[src/rtl/prng_word_buffer.sv]
// prng_word_buffer: pulls 4-byte groups from the byte-serial PRNG, packs them LSB-first into
// 32-bit words and serves them from a first-word-fall-through FIFO. Optional: PRNG_REPEAT_CHECK_EN.
module prng_word_buffer #(
  parameter int REQ_LAT = 2,
  parameter int DEPTH   = 4,
  parameter int AW      = 2
) (
  input  logic          clk,
  input  logic          rst,
  input  logic          en,
  input  logic [7:0]    rnd_byte,
  output logic          get_random,
  output logic [31:0]   word_data,
  output logic          word_valid,
  input  logic          word_ready,
  output logic [AW:0]   level,
  output logic          busy
`ifdef PRNG_REPEAT_CHECK_EN
  ,
  output logic          repeat_err
`endif
);

  typedef enum logic [1:0] {
    ST_IDLE    = 2'd0,
    ST_REQ     = 2'd1,
    ST_WAIT    = 2'd2,
    ST_CAPTURE = 2'd3
  } state_t;

  localparam logic [3:0] WAIT_LOAD = (REQ_LAT > 1) ? 4'(REQ_LAT - 2) : 4'd0;

  state_t        state;
  state_t        next_state;
  logic [3:0]    wait_cnt;
  logic [1:0]    byte_cnt;
  logic [31:0]   assembly;
  logic          push_pend;
  logic          cap_last;
  logic [31:0]   full_word;
  logic          store_word;
  logic [AW+1:0] committed;
  logic          has_space;

  logic [31:0]   mem [DEPTH];
  logic [AW-1:0] wr_ptr;
  logic [AW-1:0] rd_ptr;
  logic [AW-1:0] rd_ptr_nxt;
  logic [AW:0]   level_nxt;
  logic [31:0]   head_nxt;
  logic          do_pop;
  logic          do_push;

  // A word waiting in push_pend already owns a slot, so it counts against free space.
  always_comb begin
    committed = (AW+2)'(level) + (AW+2)'(push_pend);
    has_space = (committed < (AW+2)'(DEPTH));
    cap_last  = (state == ST_CAPTURE) && (byte_cnt == 2'd3);
    full_word = {rnd_byte, assembly[23:0]};
  end

  // Next-state logic for the request/capture sequencer
  always_comb begin
    next_state = state;
    case (state)
      ST_IDLE: begin
        if (en && has_space) next_state = ST_REQ;
        else                 next_state = ST_IDLE;
      end
      ST_REQ: begin
        if (REQ_LAT == 1) next_state = ST_CAPTURE;
        else              next_state = ST_WAIT;
      end
      ST_WAIT: begin
        if (wait_cnt == 4'd0) next_state = ST_CAPTURE;
        else                  next_state = ST_WAIT;
      end
      ST_CAPTURE: begin
        if (byte_cnt == 2'd3) next_state = ST_IDLE;
        else                  next_state = ST_CAPTURE;
      end
      default: next_state = ST_IDLE;
    endcase
  end

`ifdef PRNG_REPEAT_CHECK_EN
  logic [31:0] prev_word;

  always_comb begin
    store_word = cap_last && (full_word != prev_word);
  end

  // Remember the last assembled word and flag a sticky error when it repeats
  always_ff @(posedge clk or posedge rst) begin
    if (rst) begin
      prev_word  <= 32'd0;
      repeat_err <= 1'b0;
    end else begin
      if (cap_last) begin
        prev_word <= full_word;
        if (full_word == prev_word) repeat_err <= 1'b1;
      end
    end
  end
`else
  always_comb begin
    store_word = cap_last;
  end
`endif

  // Sequencer state, registered request/busy outputs and byte assembly
  always_ff @(posedge clk or posedge rst) begin
    if (rst) begin
      state      <= ST_IDLE;
      get_random <= 1'b0;
      busy       <= 1'b0;
      wait_cnt   <= 4'd0;
      byte_cnt   <= 2'd0;
      assembly   <= 32'd0;
      push_pend  <= 1'b0;
    end else begin
      state      <= next_state;
      get_random <= (next_state == ST_REQ);
      busy       <= (next_state != ST_IDLE);
      push_pend  <= store_word;
      if (state == ST_REQ) begin
        wait_cnt <= WAIT_LOAD;
      end else if ((state == ST_WAIT) && (wait_cnt != 4'd0)) begin
        wait_cnt <= wait_cnt - 4'd1;
      end
      if (state == ST_CAPTURE) begin
        assembly[8*byte_cnt +: 8] <= rnd_byte;
        byte_cnt                  <= byte_cnt + 2'd1;
      end
    end
  end

  // The completed word enters the FIFO one edge after capture; bypass covers an empty FIFO.
  always_comb begin
    do_pop     = word_valid && word_ready;
    do_push    = push_pend;
    rd_ptr_nxt = do_pop ? (rd_ptr + AW'(1)) : rd_ptr;
    level_nxt  = level + (AW+1)'(do_push) - (AW+1)'(do_pop);
    if (do_push && (wr_ptr == rd_ptr_nxt)) head_nxt = assembly;
    else                                   head_nxt = mem[rd_ptr_nxt];
  end

  // FIFO storage
  always_ff @(posedge clk) begin
    if (do_push) mem[wr_ptr] <= assembly;
  end

  // FIFO pointers and registered head/level view
  always_ff @(posedge clk or posedge rst) begin
    if (rst) begin
      wr_ptr     <= {AW{1'b0}};
      rd_ptr     <= {AW{1'b0}};
      level      <= {(AW+1){1'b0}};
      word_valid <= 1'b0;
      word_data  <= 32'd0;
    end else begin
      if (do_push) wr_ptr <= wr_ptr + AW'(1);
      rd_ptr     <= rd_ptr_nxt;
      level      <= level_nxt;
      word_valid <= (level_nxt != {(AW+1){1'b0}});
      if (level_nxt != {(AW+1){1'b0}}) word_data <= head_nxt;
    end
  end

endmodule

[config.mk]
export PLATFORM = sky130hd
export DESIGN_NAME = prng_word_buffer
export DESIGN_NICKNAME = d
export VERILOG_FILES = /design/src/rtl/prng_word_buffer.sv
export SDC_FILE = /design/constraint.sdc
export NUM_CORES = 1
export LEC_CHECK = 0
export BUFFER_PORTS_ARGS = -buffer_cell sky130_fd_sc_hd__buf_2
export CAP_MARGIN = 10
export CORE_UTILIZATION = 40
export DETAILED_ROUTE_END_ITERATION = 8
export SLEW_MARGIN = 20
export SYNTH_ARGS = -nofsm -noshare
export SYNTH_HDL_FRONTEND = slang
export SYNTH_SLANG_ARGS = --single-unit
[constraint.sdc]
create_clock -name clk -period 7 [get_ports clk]
set_clock_uncertainty 0.05 [all_clocks]
set_input_delay 0.7 -clock clk [delete_from_list [all_inputs] [get_ports clk]]
set_output_delay 0.7 -clock clk [all_outputs]
set_load 0.005 [all_outputs]
==> flow_metrics.env <==
export IMPL_status="complete, no violations"
export IMPL_area_growth_syn_to_layout_pct=14.19
export IMPL_tns_ns=0
export IMPL_timing_hold_violations_final=0
export IMPL_rr_startpoint="word_valid"
export IMPL_grt_overflow_total=0
export IMPL_power_density_nw_per_um2=467.8
export IMPL_route_final_wire_length_mm=18.99
export IMPL_detail_route_wl_per_cell_um=21.67
export IMPL_initial_core_util_pct=41.15
export IMPL_finalCritPeriodShare_pct=52.04
export IMPL_seq_total_area_yosys_pct=70.66
export IMPL_synth_async_sr_flop_share_pct=39.34
export IMPL_first_pass_grt_wire_length_mm=30.25
export IMPL_min_delay_path_class="in2async"
export IMPL_max_slew_worst_pin_slew_ns=1.088
export IMPL_relSlewSlack_pct=27.16
export IMPL_placementRows=52
export IMPL_num_io_pins=50
export IMPL_layout_setup_ws_ns=3.358
export IMPL_via_count_of_the_first_global_routing_pass=5213
export IMPL_fp_dieW_um=146.7
export IMPL_path_class="reg2reg"
export IMPL_cts_root_to_sink_buffers=3
export IMPL_drtAntennaViolNets=0
export IMPL_total_routing_usage_reported_by_global_routing_pct=18.42
export IMPL_die_h_um=146.7
export IMPL_ctsRootBufferMaster="sky130_fd_sc_hd__clkbuf_16"
export IMPL_timing_max_transition_violations_final=0
export IMPL_number_of_distinct_library_cells_after_synthesis=45
export IMPL_worstSkewPairLatency_ns=0.49
export IMPL_arrival_ns=3.92
export IMPL_area_of_the_multi_input_gates_sq_um=2157
export IMPL_core_region_area_sq_um=20360
export IMPL_synthesis_yosys_warnings=0
export IMPL_max_freq_mhz=274.5
export IMPL_irDropWorstVdd_mv=0.2085
export IMPL_register_area_sq_um=5921
export IMPL_rsz_0062_raised_after_global_routing="no"
export IMPL_power_leakage_nw=3.615
export IMPL_final_nets=620
export IMPL_postSynthNetCount=564
export IMPL_place_ws_ns=2.947
export IMPL_fraction_of_final_layout_cells_with_drive_strength_greater_than_1_pct=22.44
export IMPL_final_worst_path_period_need_ns=3.642
export IMPL_ys_seq_elements=211
export IMPL_ys_top_cells_by_area="sky130_fd_sc_hd__edfxtp_1 (46%), sky130_fd_sc_hd__dfrtp_1 (25%), sky130_fd_sc_hd__mux2_2 (4.4%)"
export IMPL_setup_viol=0
export IMPL_synthFlopType="sky130_fd_sc_hd__edfxtp_1"
export IMPL_num_fill_cells=1742
export IMPL_timing_critical_path_to_type="register"
export IMPL_cts_clk_slew_worst_paths_ns=0.06
export IMPL_dpl_cell_area_sq_um=8945
export IMPL_cts_max_level=1
export IMPL_via_count=4886
export IMPL_timing_max_cap_violations=0
export IMPL_route_detailed_vias_per_inst=5.578
export IMPL_initial_antenna_violation_count=0
export IMPL_finish_instance_area_sq_um=9568
export IMPL_clock_tree_from_tritoncts="built"
export IMPL_total_die_area_sq_um=21530
export IMPL_final_util_pct=46.98
export IMPL_synthesis_instances=536
export IMPL_critical_path_required_ns=7.28
export IMPL_crit_reg2reg_capture="word_data[26]"
export IMPL_globalplace_congestion=0.7623
export IMPL_regToRegSetupSlack_ns=3.36
export IMPL_syn_mean_instance_area_sq_um=15.63
export IMPL_cts_post_setup_buffers_inserted=0
export IMPL_ant_diodes=0
export IMPL_drtPass1Iterations=5
export IMPL_drc_markers=0
export IMPL_io_buffers=49
export IMPL_cells_on_worst_reg2reg_path=11
export IMPL_total_power_mw=4.476
export IMPL_yosysTopAreaCellShare_pct=45.87
export IMPL_postCtsResizedCells=0
export IMPL_netlist_area_sq_um=8379
export IMPL_holdBufCountCts=0
export IMPL_timing_critical_path_from_type="register"
export IMPL_grt_start_max_net_pins=70
export IMPL_synthDominantAreaCellType="sky130_fd_sc_hd__edfxtp_1"
export IMPL_cts_made_buffers=21
export IMPL_synth_edf_count=128
export IMPL_cts_num_sinks=211
export IMPL_dp_hpwl_mm=10.69
export IMPL_critical_path_max_fanout=34
export IMPL_dr_iter_0_viols=428
registers in the layout, indices dropped and copies added (netlist names), 2 cells and up:
register   cells
mem          128
assembly      32
word_data     32
wait_cnt       4
level          3
byte_cnt       2
rd_ptr         2
state          2
wr_ptr         2
area by class of cell:
type                    count  area share (%)
flip-flops and latches    211           61.88
multi-input cells         249           22.54
clock buffers              29           5.806
repair buffers             59           3.557
well taps                 270           3.531
inverters                  50           1.975
clock inverters             8          0.7062
cell usage after synthesis (2+ instances only):
cell,instances
sky130_fd_sc_hd__o211ai_1,3
sky130_fd_sc_hd__a222oi_1,32
sky130_fd_sc_hd__o21ai_0,5
sky130_fd_sc_hd__o221ai_1,31
sky130_fd_sc_hd__nand4_1,2
sky130_fd_sc_hd__buf_6,4
sky130_fd_sc_hd__mux2_2,33
sky130_fd_sc_hd__and2_1,6
sky130_fd_sc_hd__nor4b_4,3
sky130_fd_sc_hd__and3_1,2
sky130_fd_sc_hd__nand3_1,3
sky130_fd_sc_hd__inv_1,50
sky130_fd_sc_hd__xnor2_1,3
sky130_fd_sc_hd__nor3_1,3
sky130_fd_sc_hd__xor2_1,2
sky130_fd_sc_hd__nand2_1,39
sky130_fd_sc_hd__nand2b_1,3
sky130_fd_sc_hd__clkbuf_1,8
sky130_fd_sc_hd__a21oi_1,3
sky130_fd_sc_hd__nor2_1,3
sky130_fd_sc_hd__and4b_1,2
sky130_fd_sc_hd__buf_2,13
sky130_fd_sc_hd__edfxtp_1,128
sky130_fd_sc_hd__a22o_1,32
sky130_fd_sc_hd__nand2_2,4
sky130_fd_sc_hd__o22ai_1,4
sky130_fd_sc_hd__dfrtp_1,83
sky130_fd_sc_hd__ha_1,15
report_power, final:
| group | switching (mW) | internal, mW | leakage (nW) |
|---|---|---|---|
| Sequential | 0.235 | 1.70 | 2.25 |
| Combinational | 0.889 | 0.614 | 1.07 |
| Clock | 0.445 | 0.592 | 0.298 |
| Total | 1.57 | 2.91 | 3.62 |
metrics by stage:
stage	std cells	hold WS, ns
after floorplan	536	0.4288
after global placement	838	0.4251
after detailed placement	839	0.4283
after CTS	876	0.07990
after global routing	876	0.1016
final	876	0.08817
kinds of logic after synthesis:
kind of cell	count (synthesis)	synth area share, %
flops	211	70.66
fa+ha+maj	16	2.479
mux	34	4.554
buf+inv	76	4.002
compound gates	117	12.23
simple gates	75	5.167
xor+xnor	7	0.9111
routing by layer:
| metal | up-vias | track usage, % | share of wire [%] | routed length [um] |
|---|---|---|---|---|
| met5 | - | 0 | 0 | 0 |
| met4 | 0 | 6.510 | 2.4 | 447 |
| met3 | 32 | 2.484 | 4.3 | 814 |
| met2 | 105 | 32.01 | 51 | 9617 |
| met1 | 2548 | 23.63 | 43 | 8107 |
| li1 | 2201 | - | - | - |
worst max-delay path by stage:
stage                          start       endpoint  slack, ns  cells past startpoint
after global placement    word_ready  word_data[11]       3.09                     12
after floorplan           word_ready   word_data[0]       4.00                     12
after global routing      word_valid  word_data[20]       3.13                     11
after CTS                 word_valid  word_data[26]       3.35                     11
final                     word_valid  word_data[26]       3.36                     11
after detailed placement  word_ready  word_data[26]       2.95                     12
layout by cell type, fill, tap and decap left out, types with 4 or more instances in the layout:
master | synthesis | routed
sky130_fd_sc_hd__ha_1 | 15 | 15
sky130_fd_sc_hd__clkinv_2 | 0 | 4
sky130_fd_sc_hd__dfrtp_1 | 83 | 83
sky130_fd_sc_hd__nand2_1 | 39 | 39
sky130_fd_sc_hd__buf_4 | 1 | 9
sky130_fd_sc_hd__nand2_2 | 4 | 4
sky130_fd_sc_hd__a22o_1 | 32 | 32
sky130_fd_sc_hd__o21ai_0 | 5 | 5
sky130_fd_sc_hd__clkbuf_1 | 8 | 8
sky130_fd_sc_hd__inv_1 | 50 | 49
sky130_fd_sc_hd__clkbuf_16 | 0 | 21
sky130_fd_sc_hd__buf_2 | 13 | 49
sky130_fd_sc_hd__edfxtp_1 | 128 | 128
sky130_fd_sc_hd__o221ai_1 | 31 | 31
sky130_fd_sc_hd__a222oi_1 | 32 | 32
sky130_fd_sc_hd__and2_1 | 6 | 6
sky130_fd_sc_hd__mux2_2 | 33 | 33
critical path, cell delays in order, from the launching register on:
cell,delay (ns)
sky130_fd_sc_hd__dfrtp_1,0.42
sky130_fd_sc_hd__nand2_1,0.20
sky130_fd_sc_hd__inv_1,0.15
sky130_fd_sc_hd__ha_1,0.30
sky130_fd_sc_hd__inv_1,0.04
sky130_fd_sc_hd__ha_1,0.19
sky130_fd_sc_hd__fa_1,0.38
sky130_fd_sc_hd__xor2_1,0.25
sky130_fd_sc_hd__and2_1,0.16
sky130_fd_sc_hd__buf_4,0.39
sky130_fd_sc_hd__a311o_2,0.72
sky130_fd_sc_hd__o221ai_1,0.21
Power figures use the tool's default switching activity.
